<file path="config.mk">
export PLATFORM = sky130hd
export DESIGN_NAME = wr_combine_flat
export DESIGN_NICKNAME = d
export VERILOG_FILES = /design/src/rtl/wr_combine_if.sv /design/src/rtl/wr_combine.sv /design/src/flat_wrapper.sv
export SDC_FILE = /design/constraint.sdc
export NUM_CORES = 1
export LEC_CHECK = 0
export ABC_AREA = 1
export BUFFER_PORTS_ARGS = -buffer_cell sky130_fd_sc_hd__buf_2
export CAP_MARGIN = 20
export CORE_MARGIN = 2
export CORE_UTILIZATION = 25
export CTS_BUF_LIST = sky130_fd_sc_hd__clkbuf_4 sky130_fd_sc_hd__clkbuf_8
export DETAILED_ROUTE_END_ITERATION = 12
export PLACE_DENSITY = 0.51
export SYNTH_ARGS = -nofsm -noshare
export SYNTH_HDL_FRONTEND = slang
export SYNTH_SLANG_ARGS = --single-unit
</file>
<file path="constraint.sdc">
create_clock -name clk -period 1.99 [get_ports clk]
set_input_delay 0.199 -clock clk [delete_from_list [all_inputs] [get_ports clk]]
set_output_delay 0.199 -clock clk [all_outputs]
set_load 0.1 [all_outputs]
</file>
<file path="src/rtl/wr_combine_if.sv">
// Request/issue bus for the write-combining stage: requests in, combined
// memory writes and pending-entry status out.
interface wr_combine_if #(
    parameter int ADDR_W = 8,
    parameter int DATA_W = 16
);
    logic              in_valid;
    logic [ADDR_W-1:0] in_addr;
    logic [DATA_W-1:0] in_dat;
    logic              flush;
    logic              wr_en;
    logic [ADDR_W-1:0] addr;
    logic [DATA_W-1:0] dat;
    logic              pend_vld;
    logic              pend_blocked;

    modport master (
        output in_valid, in_addr, in_dat, flush,
        input  wr_en, addr, dat, pend_vld, pend_blocked
    );

    modport slave (
        input  in_valid, in_addr, in_dat, flush,
        output wr_en, addr, dat, pend_vld, pend_blocked
    );
endinterface

</file>
<file path="src/rtl/wr_combine.sv">
// Write-combining stage: holds one pending write, merges same-address writes
// and never issues two successive writes to the same address.
module wr_combine #(
    parameter int ADDR_W  = 8,
    parameter int DATA_W  = 16,
    parameter int TIMEOUT = 8
) (
    input  logic         clk,
    input  logic         rst,
    wr_combine_if.slave  bus
);
    localparam int CW = (TIMEOUT > 0) ? $clog2(TIMEOUT + 2) : 1;
    localparam logic [CW-1:0] TO_LAST = (TIMEOUT > 0) ? CW'(TIMEOUT - 1) : '0;

    logic              p_vld_q, p_vld_d;
    logic              p_blk_q, p_blk_d;
    logic [ADDR_W-1:0] p_addr_q, p_addr_d;
    logic [DATA_W-1:0] p_dat_q, p_dat_d;
    logic              last_vld_q, last_vld_d;
    logic [ADDR_W-1:0] last_addr_q, last_addr_d;
    logic              flush_req_q, flush_req_d;
    logic [CW-1:0]     cnt_q, cnt_d;
    logic              wr_en_q, wr_en_d;
    logic [ADDR_W-1:0] addr_q, addr_d;
    logic [DATA_W-1:0] dat_q, dat_d;

    logic              issue;
    logic [ADDR_W-1:0] iss_addr;
    logic [DATA_W-1:0] iss_dat;
    logic              idle_run;
    logic              flush_exec;
    logic              flush_clr;
    logic              timeout_hit;

    always_comb begin
        p_vld_d     = p_vld_q;
        p_blk_d     = p_blk_q;
        p_addr_d    = p_addr_q;
        p_dat_d     = p_dat_q;
        last_vld_d  = last_vld_q;
        last_addr_d = last_addr_q;
        issue       = 1'b0;
        iss_addr    = p_addr_q;
        iss_dat     = p_dat_q;

        idle_run    = !bus.in_valid && p_vld_q && !p_blk_q;
        flush_exec  = idle_run && flush_req_q;

        if (bus.in_valid) begin
            if (!p_vld_q) begin
                p_vld_d  = 1'b1;
                p_addr_d = bus.in_addr;
                p_dat_d  = bus.in_dat;
                p_blk_d  = last_vld_q && (bus.in_addr == last_addr_q);
            end else if (bus.in_addr == p_addr_q) begin
                p_dat_d = bus.in_dat;
            end else if (!p_blk_q) begin
                issue    = 1'b1;
                p_addr_d = bus.in_addr;
                p_dat_d  = bus.in_dat;
                p_blk_d  = 1'b0;
            end else begin
                // Blocked entry equals last_addr, so the new address is safe to bypass it.
                issue    = 1'b1;
                iss_addr = bus.in_addr;
                iss_dat  = bus.in_dat;
                p_blk_d  = 1'b0;
            end
        end else if (flush_exec) begin
            issue   = 1'b1;
            p_vld_d = 1'b0;
            p_blk_d = 1'b0;
        end

        if (issue) begin
            last_vld_d  = 1'b1;
            last_addr_d = iss_addr;
        end
    end

    always_comb begin
        flush_clr   = !bus.in_valid && flush_req_q && (!p_vld_q || !p_blk_q);
        timeout_hit = (TIMEOUT > 0) && idle_run && (cnt_q == TO_LAST) && !flush_exec;
        flush_req_d = bus.flush || timeout_hit || (flush_req_q && !flush_clr);

        cnt_d = '0;
        if ((TIMEOUT > 0) && idle_run && !issue) begin
            cnt_d = (cnt_q == '1) ? cnt_q : cnt_q + 1'b1;
        end
    end

    always_comb begin
        wr_en_d = issue;
        addr_d  = issue ? iss_addr : addr_q;
        dat_d   = issue ? iss_dat  : dat_q;
    end

    always_ff @(posedge clk or posedge rst) begin
        if (rst) begin
            p_vld_q     <= 1'b0;
            p_blk_q     <= 1'b0;
            p_addr_q    <= '0;
            p_dat_q     <= '0;
            last_vld_q  <= 1'b0;
            last_addr_q <= '0;
            flush_req_q <= 1'b0;
            cnt_q       <= '0;
            wr_en_q     <= 1'b0;
            addr_q      <= '0;
            dat_q       <= '0;
        end else begin
            p_vld_q     <= p_vld_d;
            p_blk_q     <= p_blk_d;
            p_addr_q    <= p_addr_d;
            p_dat_q     <= p_dat_d;
            last_vld_q  <= last_vld_d;
            last_addr_q <= last_addr_d;
            flush_req_q <= flush_req_d;
            cnt_q       <= cnt_d;
            wr_en_q     <= wr_en_d;
            addr_q      <= addr_d;
            dat_q       <= dat_d;
        end
    end

    assign bus.wr_en        = wr_en_q;
    assign bus.addr         = addr_q;
    assign bus.dat          = dat_q;
    assign bus.pend_vld     = p_vld_q;
    assign bus.pend_blocked = p_blk_q;

endmodule

</file>
<file path="src/flat_wrapper.sv">
// flat-port wrapper written by rule: the top's interface ports become plain ports
module wr_combine_flat 
#(
    parameter int ADDR_W  = 8,
    parameter int DATA_W  = 16,
    parameter int TIMEOUT = 8
)
  (clk, rst, bus_in_valid, bus_in_addr, bus_in_dat, bus_flush, bus_wr_en, bus_addr, bus_dat, bus_pend_vld, bus_pend_blocked);
  wr_combine_if #(.ADDR_W(ADDR_W), .DATA_W(DATA_W)) bus_i ();
  input  logic clk;
  input  logic rst;
  input wire logic [$bits(bus_i.in_valid)-1:0] bus_in_valid;
  input wire logic [$bits(bus_i.in_addr)-1:0] bus_in_addr;
  input wire logic [$bits(bus_i.in_dat)-1:0] bus_in_dat;
  input wire logic [$bits(bus_i.flush)-1:0] bus_flush;
  output wire logic [$bits(bus_i.wr_en)-1:0] bus_wr_en;
  output wire logic [$bits(bus_i.addr)-1:0] bus_addr;
  output wire logic [$bits(bus_i.dat)-1:0] bus_dat;
  output wire logic [$bits(bus_i.pend_vld)-1:0] bus_pend_vld;
  output wire logic [$bits(bus_i.pend_blocked)-1:0] bus_pend_blocked;
  assign bus_i.in_valid = bus_in_valid;
  assign bus_i.in_addr = bus_in_addr;
  assign bus_i.in_dat = bus_in_dat;
  assign bus_i.flush = bus_flush;
  assign bus_wr_en = bus_i.wr_en;
  assign bus_addr = bus_i.addr;
  assign bus_dat = bus_i.dat;
  assign bus_pend_vld = bus_i.pend_vld;
  assign bus_pend_blocked = bus_i.pend_blocked;
  wr_combine #(.ADDR_W(ADDR_W), .DATA_W(DATA_W), .TIMEOUT(TIMEOUT)) u_core (.clk(clk), .rst(rst), .bus(bus_i));
endmodule
</file>
# Word level (Yosys, flattened, before mapping)
# Index checks and enable logic that the tools add are counted.
[totals]
reg_bits = 57
output_inout_bits = 27
word_cells = 68
[op_classes]
add_sub_neg = 1
eq_ne = 9
mux = 25
reduce_logical = 23
[ops]
columns = ["cell", "n"]
rows = [
  ["$mux 16", 7],
  ["$mux 8", 7],
  ["$eq 8x8->1", 2],
  ["$logic_and 1x1->1", 10],
  ["$mux 1", 9],
  ["$mux 4", 2],
  ["$logic_not 1->1", 6],
  ["$ne 2x2->1 const B", 3],
  ["$ne 3x3->1 const B", 2],
  ["$add 4x1->4 const B", 1],
  ["$eq 4x3->1 const B", 1],
  ["$eq 4x4->1 const B", 1],
  ["$reduce_and 2->1", 2],
  ["$logic_or 1x1->1", 3],
  ["$reduce_and 3->1", 1],
  ["$reduce_bool 2->1", 1],
]

# Longest topological paths before layout
# Gate-level depths: netlist of run 1.
[logic_depth]
ltp_word = 9
depth_mapped = 12
mapped_depth_nobuf = 11

# Worst setup path after synthesis of run 1
# OpenSTA, ideal clock, no wires.
[synth_path]
kind = "register to register"
start = "reg u_core.p_vld_q, in the netlist u_core.bus.pend_vld"
end = "reg u_core.dat_q[12], in the netlist u_core.bus.dat[12]"
setup_ns = 0.120
arrival_ns = 1.984
required_ns = 1.870
setup_slack_ns = -0.113
stages_incl_launch_ff = 8
n_path_buf = 2
synth_period_minus_slack_ns = 2.103
path_cell_list = "dfrtp_1 buf_2 nand2_1 inv_2 clkbuf_1 nand4_1 nand3_2 nand2_1"
[synth_between]
elab_chain_len = 5
[synth_rtl]
columns = ["element", "line", "source"]
rows = [
  ["from (decl)", "wr_combine.sv:15", "logic p_vld_q, p_vld_d;"],
  ["from (signal assigned)", "wr_combine.sv:112", "p_vld_q <= p_vld_d;"],
  ["$logic_and 1x1->1 (2 in series)", "wr_combine.sv:46", "idle_run = !bus.in_valid && p_vld_q && !p_blk_q;"],
  ["$logic_and 1x1->1", "wr_combine.sv:47", "flush_exec = idle_run && flush_req_q;"],
  ["$mux 1", "wr_combine.sv:69", "end else if (flush_exec) begin"],
  ["$mux 1", "wr_combine.sv:49", "if (bus.in_valid) begin"],
  ["to (signal assigned)", "wr_combine.sv:122", "dat_q <= dat_d;"],
  ["to (decl)", "wr_combine.sv:25", "logic [DATA_W-1:0] dat_q, dat_d;"],
]
# Parallel ways exist; a longest one is shown, timed or not.
# A chain may end at the register's enable or synchronous reset.

# Worst setup path after layout of run 1
[layout_path]
start = "reg u_core.p_addr_q[4]"
end = "reg u_core.p_dat_q[6]"
[layout_between]
elab_chain_len = 3
[layout_rtl]
columns = ["element", "line", "source"]
rows = [
  ["from (decl)", "wr_combine.sv:17", "logic [ADDR_W-1:0] p_addr_q, p_addr_d;"],
  ["from (signal assigned)", "wr_combine.sv:114", "p_addr_q <= p_addr_d;"],
  ["$eq 8x8->1 (*)", "wr_combine.sv:55", "end else if (bus.in_addr == p_addr_q) begin"],
  ["$ne 3x3->1 (no line) or $mux 16 (tied branches)", "-", ""],
  ["$reduce_and 2->1 (no line) or $mux 16 (tied branches)", "-", ""],
  ["to (signal assigned)", "wr_combine.sv:115", "p_dat_q <= p_dat_d;"],
  ["to (decl)", "wr_combine.sv:18", "logic [DATA_W-1:0] p_dat_q, p_dat_d;"],
]
# Every way passes the cells marked *; elsewhere a longest branch is shown, timed or not.

==> results by group, run 1 <==
Run status
  • Outcome: finished clean

Power
  • Switching Share: 39.1%
  • Logic gate share of total power: a little under a third
  • Leak: roughly 2 nW
  • Power share of the clock group: approximately 34%
  • Sequential Power Share: 35.1%
  • Sw Pwr: 1.54 mW
  • Internal: 2.40 mW
  • Power density cells: between 1000 and 1500 nW/µm²
  • Max IR drop VDD: about 0.5 mV

Critical path
  • Worst Path Required: roughly 2.2 ns
  • Critical Path Most Common Cell: nand2_1
  • Crit Path Max Fanout: 17
  • RR Startpoint: u_core.p_addr_q[4]$_DFFE_PP0P_
  • Crit path DAT: 1.98 ns
  • Depth of the worst register-to-register path: 12
  • Worst r2r dst: u_core.p_dat_q[6]$_DFFE_PP0P_
  • Worst path slowest cell: dfrtp_1
  • Crit-path cells: inv_1 -> nand2_1 -> nand2_1 -> nand2_1 -> nor2_2 -> nand2_4 -> buf_4 -> nand2_1 -> nand2_1 -> buf_4 -> nand2_1 -> o21ai_1
  • Critical path class: register to register
  • Crit-path max cell delay: approximately 0.4 ns
  • CP Capture Type: register
  • FF-to-FF setup slack: 0.22 ns
  • Startpoint type of the worst setup path: register

Die
  • Die footprint: 13200 µm²
  • Die W: between 100 and 150 µm
  • I/O pin count: 55
  • Total core area: 12000 µm²
  • # rows: 40
  • DIE HEIGHT: ~110 µm
  • Starting density of the core: between 20% and 30%

Place
  • DPL Wire Length: 5.33 mm
  • GPL Wtd Cong: between 0.7 and 0.8
  • Dpl cells: about 600
  • PortBufs: 54

Min path
  • Hold WC Path Type: input pin to register
  • Hold Path End: u_core.flush_req_q$_DFF_PP0_
  • Hold_sp: bus_flush
  • Hold depth: 3

CTS
  • Max clock buf depth: 2
  • CTS tree: built
  • # Post-CTS Setup Buffers: 0
  • CTS buffer count: 9
  • Clock Latency Late Sink: roughly 0.33 ns
  • Clk sinks: 57
  • Root Buffer: clkbuf_8
  • Clock transition at path regs: 0.07 ns
  • H-Tree Level Count: 3

STA
  • Unrepaired setup endpoints after global routing: no
  • Slew Viols, Final: 0
  • Tcrit/Tclk final: roughly nine tenths
  • Setup Skew: ~0.011 ns
  • Tmin final: about 1.8 ns
  • Worst slew pin tran: approximately 0.50 ns
  • FMAX: 566 MHz
  • Endpoints failing hold: 0
  • Setup TNS Final: 0 ns
  • Final setup viols: 0
  • Relative slew slack: 67.1%

Yosys
  • Combinational family with the most area after synthesis: simple AND/OR/NAND/NOR gates
  • #FFs+latches synth: 57
  • Top cell type's share of synthesized area: a little under half
  • Adder-Cell Fraction of Synth Area: 0.407%
  • Avg Synthesized Cell Area: approximately 7.6 µm²
  • Synth cell types: 25
  • Sequential share of the synthesized area: ~46%
  • Mux cell area share after synthesis: 0%
  • Syn_nets: ~440
  • Post-synthesis cell area: 3070 µm²
  • Post-synthesis compound-gate area fraction: 9.21%
  • Mapped Cells: approximately 410
  • Synth area leaders: dfrtp_1, nand2_1, inv_1
  • Number of enable flip-flop cells after synthesis: 0
  • Yosys warns: 0
  • Leading area contributor after synthesis: dfrtp_1
  • Most used flip-flop cell after synthesis: dfrtp_1
  • Simple-gate share of the synthesized area: 29.8%
  • Asr flop ratio synth: between 90% and 100%
  • Xor/xnor cell area share of the yosys netlist: 3.14%

Global routing
  • Total Routing Usage GR: ~13%
  • First-pass GRT wire length: between 10 and 15 mm
  • Initial antenna violation count: 0
  • Vias in the first global route: roughly 2700
  • Pin count of the biggest net entering global routing: 58
  • Grt ovf: 0

Drt
  • Pre-Repair DR Iteration Count: 4
  • Routed wire length per instance: approximately 12 µm
  • Post-detailed-route count of antenna-violating nets: 0
  • # DRC: 0
  • Vias per cell: ~4.4
  • DR vias: around 2700
  • WL final: 7.68 mm
  • First-iteration detailed-routing DRC count: 130

Final layout
  • Fin nets: 492
  • Most frequent cells in the layout: nand2_1, dfrtp_1, inv_1, buf_2, o21ai_0
  • Most common cell after layout, fill and taps aside: nand2_1
  • Non-Filler Instances: between 600 and 700
  • Ant diodes: 0
  • Share of cells above drive strength 1: between 20% and 30%
  • Area growth syn-to-layout: 22.8%

Job
  • Max_cap viols: 0
worst max-delay path, delay by kind of cell, from the launching register on:
kind,cells,cell delay (ns)
flops,1,0.40
buf+inv,3,0.53
compound gates,1,0.06
simple gates,8,0.66
final cells by class:
| type | instances | area, µm² |
|---|---|---|
| inverters | 59 | 224 |
| clock buffers | 11 | 145 |
| multi-input cells | 270 | 1310 |
| well taps | 147 | 184 |
| flip-flops and latches | 57 | 1430 |
| clock inverters | 5 | 103 |
| repair buffers | 66 | 379 |
| fillers | 1316 | 8240 |
what timing repair did:
item | CTS | global route
hold endpoints to repair | 57 | 0
setup endpoints to repair | 0 | 10
hold buffers | 1 | 0
gates resized for setup | 0 | 3
synth_stat cells, types with 4 or more instances:
master	count
o21ai_1	16
xnor2_1	6
nor2_1	5
nand3_2	12
inv_1	55
o21ai_0	36
nor3_1	4
nand2_1	147
nand4_1	18
nand3_1	11
inv_2	4
clkbuf_1	5
dfrtp_1	57
xor2_1	5
buf_2	9
through the flow:
step	setup WS [ns]	total power, mW	utilization [%]	area, µm²	hold slack [ns]
after floorplan	0.181	2.38	-	3070	0.294
after global placement	0.205	2.61	29.2	3510	0.286
after detailed placement	0.163	2.62	29.2	3510	0.291
after CTS	0.139	4.00	31.3	3760	0.0562
after global routing	0.0381	4.14	31.4	3770	0.0640
final	0.223	3.94	31.4	3770	0.0680
metal layers:
layer	global-route usage [%]	wire, µm	vias up
met4	4.42	95	0
met3	3.43	385	8
met5	0	0	-
li1	-	-	1387
met1	16.9	3720	1244
met2	19.4	3480	68
cell families after synthesis:
group	after synthesis
AOI/OAI and AO/OA	56
buffers and inverters	79
adders and majority gates	1
DFF	57
xor gates and xnor gates	11
and+or+nand+nor	202
worst max path at each step:
stage                                     endpoint  slack [ns]                            start  cells after the start
floorplan           u_core.bus.dat[12]$_DFFE_PP0P_        0.18  u_core.bus.pend_vld$_DFFE_PP0P_                      7
global placement     u_core.bus.dat[5]$_DFFE_PP0P_        0.20  u_core.bus.pend_vld$_DFFE_PP0P_                      9
detailed placement   u_core.bus.dat[1]$_DFFE_PP0P_        0.16   u_core.p_addr_q[4]$_DFFE_PP0P_                     11
CTS                  u_core.bus.dat[3]$_DFFE_PP0P_        0.14   u_core.p_addr_q[4]$_DFFE_PP0P_                     11
global route         u_core.bus.dat[7]$_DFFE_PP0P_        0.04  u_core.bus.pend_vld$_DFFE_PP0P_                      9
finish               u_core.p_dat_q[6]$_DFFE_PP0P_        0.22   u_core.p_addr_q[4]$_DFFE_PP0P_                     12
sequential cells by signal, summed over array words and instances (netlist names):
register,cells
u_core.bus.dat,16
u_core.p_dat_q,16
u_core.bus.addr,8
u_core.p_addr_q,8
u_core.cnt_q,4
u_core.bus.pend_blocked,1
u_core.bus.pend_vld,1
u_core.bus.wr_en,1
u_core.flush_req_q,1
u_core.last_vld_q,1
power groups by stage:
stage / Clock [mW] / Sequential, mW / Combinational, mW
after floorplan: 0 / 2.03 / 0.348
after global placement: 0 / 1.41 / 1.21
after detailed placement: 0 / 1.41 / 1.21
after CTS: 1.39 / 1.39 / 1.22
after global routing: 1.44 / 1.41 / 1.30
final: 1.35 / 1.38 / 1.20
Power figures use the tool's default switching activity.
==> inputs of run 2 (changes only) <==
CORE_ASPECT_RATIO = 0.5   (was not set)
PLACE_DENSITY = not set   (was 0.51)
==> results by group, run 2 (synthesized netlist as in run 1, its figures left out) <==
STA
  • FMAX: 566 MHz (about the same)
  • Final setup viols: 0 (unchanged)
  • Slew Viols, Final: 0 (unchanged)
  • Unrepaired setup endpoints after global routing: no (unchanged)
  • Setup TNS Final: 0 ns (unchanged)
  • Tcrit/Tclk final: 88.7% (was 88.8%)
  • Worst slew pin tran: 0.511 ns (was 0.497 ns)
  • Tmin final: 1.77 ns (about the same)
  • Setup Skew: 0.00670 ns (was 0.0105 ns)
  • Relative slew slack: 66.2% (was 67.1%)
  • Endpoints failing hold: 0 (unchanged)

CTS
  • Clk sinks: 57 (unchanged)
  • Clock transition at path regs: 0.07 ns (about the same)
  • # Post-CTS Setup Buffers: 0 (unchanged)
  • CTS buffer count: 9 (unchanged)
  • Root Buffer: clkbuf_8 (unchanged)
  • H-Tree Level Count: 3 (unchanged)
  • Max clock buf depth: 2 (unchanged)
  • Clock Latency Late Sink: 0.33 ns (about the same)
  • CTS tree: built (unchanged)

Min path
  • Hold WC Path Type: input pin to register (unchanged)

Power
  • Power density cells: 992 nW/µm² (was 1050 nW/µm²)
  • Power consumption: 3.70 mW (was 3.94 mW)
  • Max IR drop VDD: 0.356 mV (was 0.499 mV)
  • Leak: 1.99 nW (was 2.01 nW)

Final layout
  • Ant diodes: 0 (unchanged)
  • Fin nets: 491 (was 492)
  • Share of cells above drive strength 1: 21.9% (was 22.2%)
  • Most frequent cells in the layout: nand2_1, dfrtp_1, inv_1, buf_2, o21ai_0 (unchanged)
  • Most common cell after layout, fill and taps aside: nand2_1 (unchanged)
  • Area growth syn-to-layout: 21.6% (was 22.8%)

Run status
  • Outcome: finished clean (unchanged)

Drt
  • WL final: 7.63 mm (was 7.68 mm)
  • DR vias: 2656 (was 2707)
  • Post-detailed-route count of antenna-violating nets: 0 (unchanged)
  • First-iteration detailed-routing DRC count: 185 (was 130)
  • Vias per cell: 4.21 (was 4.40)
  • Pre-Repair DR Iteration Count: 5 (was 4)
  • # DRC: 0 (unchanged)
  • Routed wire length per instance: 12.1 µm (was 12.5 µm)

Global routing
  • Pin count of the biggest net entering global routing: 58 (unchanged)
  • First-pass GRT wire length: 12.5 mm (was 13.0 mm)
  • Grt ovf: 0 (unchanged)
  • Initial antenna violation count: 0 (unchanged)
  • Vias in the first global route: 2476 (was 2650)
  • Total Routing Usage GR: 12.1% (was 12.5%)

Place
  • DPL Wire Length: 5.26 mm (was 5.33 mm)
  • GPL Wtd Cong: 0.760 (was 0.781)
  • PortBufs: 54 (unchanged)

Critical path
  • Crit path DAT: 1.98 ns (about the same)
  • Worst path slowest cell: dfrtp_1 (unchanged)
  • Crit-path max cell delay: 0.39 ns (was 0.40 ns)
  • CP Capture Type: register (unchanged)
  • CP top delay family: simple AND/OR/NAND/NOR gates (unchanged)
  • CP Buf/Inv Count: 2 (was 3)
  • Crit Path Max Fanout: 19 (was 17)
  • Worst Path Required: 2.21 ns (about the same)
  • Critical path class: register to register (unchanged)
  • Startpoint type of the worst setup path: register (unchanged)
  • Critical Path Most Common Cell: nand2_1 (unchanged)
  • Crit-path cells: inv_1 -> nand2_1 -> nand2_1 -> nand2_1 -> nor2_2 -> nand2_4 -> nand3_2 -> nand2_2 -> buf_4 -> nand3_1 -> nand2_1 (was inv_1 -> nand2_1 -> nand2_1 -> nand2_1 -> nor2_2 -> nand2_4 -> buf_4 -> nand2_1 -> nand2_1 -> buf_4 -> nand2_1 -> o21ai_1)

Die
  • Total core area: 11900 µm² (was 12000 µm²)
  • Starting density of the core: 25.8% (was 25.6%)
  • Die W: 161 µm (was 115 µm)
  • Die footprint: 13200 µm² (about the same)
  • # rows: 28 (was 40)
  • DIE HEIGHT: 82.4 µm (was 115 µm)
  • I/O pin count: 55 (unchanged)

Job
  • Max_cap viols: 0 (unchanged)
## run 2: final timing paths
kind                                                 from                                  end  slack (ns)  depth (start not counted)
max                        u_core.p_addr_q[5]$_DFFE_PP0P_        u_core.bus.dat[3]$_DFFE_PP0P_        0.22                         11
max reg2reg                u_core.p_addr_q[5]$_DFFE_PP0P_        u_core.bus.dat[3]$_DFFE_PP0P_        0.22                         11
min                                             bus_flush         u_core.flush_req_q$_DFF_PP0_        0.07                          3
max in group asynchronous                             rst  u_core.bus.pend_blocked$_DFFE_PP0P_        1.21                          4
min in group asynchronous                             rst          u_core.cnt_q[3]$_DFFE_PP0P_        0.51                          4
min reg2reg                 u_core.last_vld_q$_DFFE_PP0P_        u_core.last_vld_q$_DFFE_PP0P_        0.47                          1
## run 2: metrics by stage
step	setup WS (ns)	util, %	std cells	area (µm²)	hold WS (ns)
after global placement	0.159	29.6	615	3520	0.283
after CTS	0.106	31.3	631	3730	0.0531
after detailed placement	0.129	29.6	615	3520	0.283
final	0.224	31.3	631	3730	0.0681
after global routing	0.0290	31.3	631	3730	0.0676
after floorplan	0.181	-	406	3070	0.294
## run 2: cell type report
cell class	instances	area (µm²)
clock buffers	12	159
clock inverters	3	40.0
fillers	1300	8180
inverters	59	224
multi-input cells	270	1310
flip-flops and latches	57	1430
well taps	165	206
repair buffers	65	368
## run 2: repair_timing
action,CTS,global route
resized for setup,0,2
setup endpoints to repair,0,22
endpoints found under the hold margin,57,0
hold buffers,1,0
## run 2: routing by layer
metal	vias up	wire length, µm	track usage (%)
li1	1383	-	-
met1	1219	3750	16.1
met2	48	3440	19.3
met3	6	357	3.35
met4	0	78	4.29
met5	-	0	0
## run 2: worst register-to-register path: stages, from the launching register on
cell     delay [ns]
dfrtp_1        0.39
inv_1          0.11
nand2_1        0.06
nand2_1        0.05
nand2_1        0.07
nor2_2         0.17
nand2_4        0.17
nand3_2        0.11
nand2_2        0.13
buf_4          0.24
nand3_1        0.09
nand2_1        0.06
## run 2: power by group
part	switching (mW)	total, mW	internal (mW)
clock	0.459	1.11	0.650
combinational	0.978	1.21	0.230
sequential	0.0926	1.39	1.29
total	1.53	3.70	2.17
